`src/rtl/matrix_result_transmitter_if.sv`:
```
// Result stream bus: one converted word per beat, tagged with row/col/imag,
// valid/ready handshake with a last-word marker.
interface matrix_result_transmitter_if #(
    parameter int OUT_WIDTH = 19
);
    logic signed [OUT_WIDTH-1:0] out_data;
    logic                        out_imag;
    logic                        out_row;
    logic                        out_col;
    logic                        out_valid;
    logic                        out_ready;
    logic                        out_last;

    modport master (
        output out_data, out_imag, out_row, out_col, out_valid, out_last,
        input  out_ready
    );

    modport slave (
        input  out_data, out_imag, out_row, out_col, out_valid, out_last,
        output out_ready
    );
endinterface

```
`src/rtl/matrix_result_transmitter.sv`:
```
// Output side of the 2x2 complex matrix multiplier: captures 8 accumulated words,
// narrows them with shift + saturate and streams them out tagged {row,col,imag}.
module matrix_result_transmitter #(
    parameter int IN_WIDTH  = 40,
    parameter int FRAC_BITS = 16,
    parameter int OUT_WIDTH = 19
) (
    input  logic                    clk,
    input  logic                    reset,
    input  logic [8*IN_WIDTH-1:0]   results_in_i,
    input  logic                    start_i,
    output logic                    busy_o,
    output logic                    done_o,
    output logic                    overflow_o,
    matrix_result_transmitter_if.master tx
);
    typedef enum logic [1:0] {
        ST_IDLE,
        ST_SEND,
        ST_DONE
    } state_t;

    localparam logic signed [IN_WIDTH-1:0] SAT_MAX = IN_WIDTH'((1 << (OUT_WIDTH-1)) - 1);
    localparam logic signed [IN_WIDTH-1:0] SAT_MIN = ~SAT_MAX;

    // Returns {saturated, narrowed word}; the arithmetic shift floors toward -inf.
    function automatic logic [OUT_WIDTH:0] convert(input logic signed [IN_WIDTH-1:0] w);
        logic signed [IN_WIDTH-1:0] s;
        s = w >>> FRAC_BITS;
        if (s > SAT_MAX)      convert = {1'b1, SAT_MAX[OUT_WIDTH-1:0]};
        else if (s < SAT_MIN) convert = {1'b1, SAT_MIN[OUT_WIDTH-1:0]};
        else                  convert = {1'b0, s[OUT_WIDTH-1:0]};
    endfunction

    state_t                      state_q, state_d;
    logic [2:0]                  idx_q, idx_d;
    logic signed [OUT_WIDTH-1:0] shadow_q [8];
    logic signed [OUT_WIDTH-1:0] shadow_d [8];
    logic                        overflow_q, overflow_d;
    logic [OUT_WIDTH:0]          conv [8];

    always_comb begin
        for (int k = 0; k < 8; k++) begin
            conv[k] = convert($signed(results_in_i[k*IN_WIDTH +: IN_WIDTH]));
        end
    end

    // NOTE: every signal written here gets a default first, so no path leaves it
    // unassigned and no latch is inferred.
    always_comb begin
        state_d    = state_q;
        idx_d      = idx_q;
        shadow_d   = shadow_q;
        overflow_d = overflow_q;
        unique case (state_q)
            ST_IDLE: begin
                if (start_i) begin
                    state_d    = ST_SEND;
                    idx_d      = 3'd0;
                    overflow_d = 1'b0;
                    for (int k = 0; k < 8; k++) begin
                        shadow_d[k] = conv[k][OUT_WIDTH-1:0];
                        overflow_d  = overflow_d | conv[k][OUT_WIDTH];
                    end
                end
            end
            ST_SEND: begin
                if (tx.out_ready) begin
                    idx_d = idx_q + 3'd1;
                    if (idx_q == 3'd7) state_d = ST_DONE;
                end
            end
            ST_DONE: state_d = ST_IDLE;
            default: state_d = ST_IDLE;
        endcase
    end

    // NOTE: state uses non-blocking assignments so every register samples the
    // pre-edge values, independent of statement order.
    // NOTE: the shadow array is small and explicitly zeroed on reset so out_data
    // is defined from the first cycle; larger storage would normally skip this.
    always_ff @(posedge clk) begin
        if (reset) begin
            state_q    <= ST_IDLE;
            idx_q      <= 3'd0;
            overflow_q <= 1'b0;
            for (int k = 0; k < 8; k++) shadow_q[k] <= '0;
        end else begin
            state_q    <= state_d;
            idx_q      <= idx_d;
            overflow_q <= overflow_d;
            shadow_q   <= shadow_d;
        end
    end

    always_comb begin
        tx.out_valid = (state_q == ST_SEND);
        tx.out_data  = tx.out_valid ? shadow_q[idx_q] : '0;
        tx.out_row   = tx.out_valid & idx_q[2];
        tx.out_col   = tx.out_valid & idx_q[1];
        tx.out_imag  = tx.out_valid & idx_q[0];
        tx.out_last  = tx.out_valid & (idx_q == 3'd7);
        busy_o       = (state_q != ST_IDLE);
        done_o       = (state_q == ST_DONE);
        overflow_o   = overflow_q;
    end
endmodule
```
`src/flat_wrapper.sv`:
```
// flat-port wrapper written by rule: the top's interface ports become plain ports
module matrix_result_transmitter_flat 
#(
    parameter int IN_WIDTH  = 40,
    parameter int FRAC_BITS = 16,
    parameter int OUT_WIDTH = 19
)
  (clk, reset, results_in_i, start_i, busy_o, done_o, overflow_o, tx_out_data, tx_out_imag, tx_out_row, tx_out_col, tx_out_valid, tx_out_last, tx_out_ready);
  matrix_result_transmitter_if #(.OUT_WIDTH(OUT_WIDTH)) tx_i ();
  input  logic clk;
  input  logic reset;
  input  logic [8*IN_WIDTH-1:0] results_in_i;
  input  logic start_i;
  output logic busy_o;
  output logic done_o;
  output logic overflow_o;
  output wire logic [$bits(tx_i.out_data)-1:0] tx_out_data;
  output wire logic [$bits(tx_i.out_imag)-1:0] tx_out_imag;
  output wire logic [$bits(tx_i.out_row)-1:0] tx_out_row;
  output wire logic [$bits(tx_i.out_col)-1:0] tx_out_col;
  output wire logic [$bits(tx_i.out_valid)-1:0] tx_out_valid;
  output wire logic [$bits(tx_i.out_last)-1:0] tx_out_last;
  input wire logic [$bits(tx_i.out_ready)-1:0] tx_out_ready;
  assign tx_out_data = tx_i.out_data;
  assign tx_out_imag = tx_i.out_imag;
  assign tx_out_row = tx_i.out_row;
  assign tx_out_col = tx_i.out_col;
  assign tx_out_valid = tx_i.out_valid;
  assign tx_out_last = tx_i.out_last;
  assign tx_i.out_ready = tx_out_ready;
  matrix_result_transmitter #(.IN_WIDTH(IN_WIDTH), .FRAC_BITS(FRAC_BITS), .OUT_WIDTH(OUT_WIDTH)) u_core (.clk(clk), .reset(reset), .results_in_i(results_in_i), .start_i(start_i), .busy_o(busy_o), .done_o(done_o), .overflow_o(overflow_o), .tx(tx_i));
endmodule
```
`config.mk`:
```
export PLATFORM = sky130hd
export DESIGN_NAME = matrix_result_transmitter_flat
export DESIGN_NICKNAME = d
export VERILOG_FILES = /design/src/rtl/matrix_result_transmitter_if.sv /design/src/rtl/matrix_result_transmitter.sv /design/src/flat_wrapper.sv
export SDC_FILE = /design/constraint.sdc
export NUM_CORES = 1
export LEC_CHECK = 0
export ABC_AREA = 1
export CAP_MARGIN = 20
export CORE_AREA = 3 3 137 139
export DETAILED_ROUTE_END_ITERATION = 10
export DIE_AREA = 0 0 140 142
export HOLD_SLACK_MARGIN = 0.1
export PLACE_DENSITY = 0.81
export SLEW_MARGIN = 20
export SYNTH_ARGS = -nofsm -noshare
export SYNTH_HDL_FRONTEND = slang
export SYNTH_SLANG_ARGS = --single-unit
```
`constraint.sdc`:
```
create_clock -name clk -period 2.2 [get_ports clk]
set_input_delay 0.44 -clock clk [delete_from_list [all_inputs] [get_ports clk]]
set_output_delay 0.44 -clock clk [all_outputs]
set_load 0.01 [all_outputs]
```
==> results.py <==
metrics = {
    "status": {
        "status": "complete, but fails checks",
        "violations": "setup timing",
    },
    "grt": {
        "met3_usage_pct": 5.11,
        "grt_pass1_vias": 8137,
        "grt_pass1_wl_microns": 42500,
        "grt_busiest_layer": "met2",
        "antenna_found_initial": 0,
        "grtUsageTotal_pct": 26.8,
        "met1_usage_pct": 36.0,
        "grt_overflow": 0,
        "grt_max_degree": 93,
        "met2_usage_pct": 43.3,
    },
    "cells_and_area": {
        "syn_to_final_growth_pct": 51.4,
        "final_cell_mix": "nand2_1 (207), clkdlybuf4s50_1 (198), o21ai_0 (158), a21oi_1 (155), dfxtp_1 (155)",
        "utilization_pct": 63.1,
        "final_nets": 1619,
        "final_common_cell": "nand2_1",
        "stdcell_area_sq_mm": 0.0112,
        "n_antenna_cell": 0,
        "nFillCells": 1520,
        "drive_above_1_share_pct": 13.3,
    },
    "detailed_routing": {
        "drt-pass1-iter-count": 10,
        "remaining_drc_errors": 0,
        "wl_per_cell_microns": 18.6,
        "vias_per_cell": 5.69,
        "routed-via-count": 8729,
        "finalWirelength_microns": 28600,
        "drtIter0Drc": 1159,
        "drtAntennaViolNets": 0,
    },
    "yosys": {
        "ys_types": 26,
        "synth_seq_area_share_pct": 42.7,
        "avgSynthCellArea_sq_um": 6.90,
        "synth_nets": 1400,
        "synth_edf_count": 0,
        "synth_cells": 1074,
        "netlist_area_sq_mm": 0.00741,
        "synthFlopType": "dfxtp_1",
        "async_reset_ff_share_pct": 0,
        "synth-seq-cells": 158,
        "yosys_warnings": 0,
    },
    "critical_path": {
        "cp.required_ns": 1.76,
        "arrival_ns": 1.85,
        "cpPeakStageDelay_ns": 0.40,
        "end_kind": "output pin",
        "critPathKind": "register to output pin",
        "crit_fanout": 8,
        "cpLargestDelayFamily": "buffers and inverters",
        "critPathBufInv": 4,
        "crit_path_cell_trace": "inv_8 -> buf_12 -> buf_12 -> nor2_1 -> o22ai_1 -> nand3_1 -> nand2_1 -> clkdlybuf4s15_2",
        "critPathSlowestCell": "dfxtp_4",
        "cp_common_cell": "buf_12",
        "crit_path_start_kind": "register",
    },
    "placement": {
        "port_buffers": 222,
        "placed_area_sq_mm": 0.0100,
        "routabilityCongestion": 0.877,
        "post-dp-hpwl_microns": 18400,
    },
    "sta": {
        "hold_viol": 0,
        "setup_viol": 9,
        "maxSlewViolCount": 0,
        "final.setup.worst_slack_ns": -0.0874,
        "grt_setup_unrepaired": "yes",
        "min_period_ns": 2.29,
        "timing.hold.ws_ns": 0.247,
        "clock_skew_ns": 0.0195,
        "period_share_pct": 104,
        "fmax_mhz": 437,
        "finalSetupTns_ns": -0.256,
        "relSlewSlack_pct": 54.9,
        "tightest_slew_ns": 0.676,
    },
    "clock_network": {
        "clockBufferDepth": 2,
        "clk_pin_slew_ns": 0.06,
        "cts.sinks": 158,
        "clock_latency_ns": 0.44,
        "holdBufCountCts": 0,
        "numCtsBuffers": 17,
        "cts_tree": "done",
        "ctsHtreeMaxLevel": 4,
        "root_buffer": "clkbuf_16",
    },
    "power_and_ir_drop": {
        "vdd_ir_drop_max_mv": 0.430,
        "total_power_w": 0.00757,
        "power-per-cell-area_mw_per_mm2": 675,
        "power_leakage_nw": 4.31,
    },
    "floorplan": {
        "dieWidth_microns": 140,
        "num_rows": 49,
        "dieArea_sq_mm": 0.0199,
        "core-area_sq_mm": 0.0178,
        "initial_core_util_pct": 41.7,
        "pin_count": 351,
        "die-height_microns": 142,
    },
    "run": {
        "drv_cap": 0,
    },
    "worst_hold_path": {
        "min_path_type": "input pin to register",
    },
}
worst reg2reg max path, stage by stage (launching register included):
cell and delay [ns]:
dfxtp_1 0.35, nor2_2 0.19, nand2_4 0.11, clkinv_2 0.16
buf_4 0.19, and2_4 0.29, o21ai_0 0.16, a21oi_1 0.18
what timing repair did:
action / 4_1_cts / 5_1_grt
endpoints found under the setup margin: 24 / 20
pin swaps: 26 / 28
cloned: 5 / 5
buffers inserted: 12 / 2
gates resized for setup: 130 / 75
endpoints found under the hold margin: 0 / 0
synthesized netlist by cell type, types with 2 or more instances:
library cell / count / share of area [%]
and2_4: 3 / 0.35
ha_1: 2 / 0.34
inv_1: 29 / 1.5
nand3b_1: 5 / 0.51
clkbuf_1: 52 / 2.6
and2_1: 3 / 0.25
o21ai_1: 36 / 2.4
dfxtp_1: 158 / 43
nand3_1: 29 / 2.0
o22ai_1: 38 / 3.2
nand2_1: 213 / 11
a21oi_1: 155 / 10
buf_6: 7 / 1.1
nor3_1: 2 / 0.14
buf_2: 22 / 1.5
nor2_1: 105 / 5.3
a211oi_1: 2 / 0.20
buf_1: 7 / 0.35
o21ai_0: 199 / 13
per-stage QoR:
step / setup slack (ns) / std cells
detailed placement: -0.0396 / 1479
floorplan: 0.512 / 1074
finish: -0.0874 / 1535
CTS: -0.121 / 1528
global placement: -0.0489 / 1479
global route: -0.140 / 1535
report_power, final:
part           switching, W  total, W  leakage, nW  internal, W
Combinational      0.000747   0.00149         2.73     0.000747
Clock               0.00134   0.00294        0.281      0.00160
Sequential         0.000103   0.00313         1.30      0.00303
area by class of cell:
type	count	area (sq um)	share of cell area, %
clock buffers	17	425	3.79
clock inverters	15	150	1.34
inverters	30	126	1.13
multi-input cells	798	3920	34.9
flip-flops and latches	158	3170	28.3
well taps	229	287	2.55
repair buffers	288	3140	28.0
registers in the layout, indices dropped and copies added (netlist names):
signal	flops
u_core.shadow_q	152
u_core.idx_q	3
u_core.state_q	2
u_core.overflow_o	1
worst paths after layout:
| check | startpoint | end | slack [ns] | cells after the start |
|---|---|---|---|---|
| min | reset | u_core.idx_q[1]$_SDFFE_PP0P_ | 0.25 | 2 |
| max reg2reg | u_core.state_q[1]$_SDFFE_PP0P_ | u_core.shadow_q[6]$_SDFFE_PP0P_ | 0.50 | 7 |
| min reg2reg | u_core.shadow_q[106]$_SDFFE_PP0P_ | u_core.shadow_q[106]$_SDFFE_PP0P_ | 0.47 | 2 |
| max | u_core.idx_q[0]$_SDFFE_PP0P_ | tx_out_data[16] | -0.09 | 8 |
cells by family after synthesis:
family | count (synthesis) | synth area share (%)
AO/OA/AOI/OAI | 432 | 30.1
AND/OR/NAND/NOR | 364 | 19.8
flip-flops | 158 | 42.7
buffers and inverters | 118 | 7.08
adder cells (fa/ha/maj) | 2 | 0.338
layer usage:
metal / share of wire, % / up-vias
li1: - / 4101
met1: 40 / 3976
met2: 47 / 579
met3: 10 / 73
met4: 3.0 / 0
met5: 0 / -
Note: power is estimated with default switching activity, not from simulation.
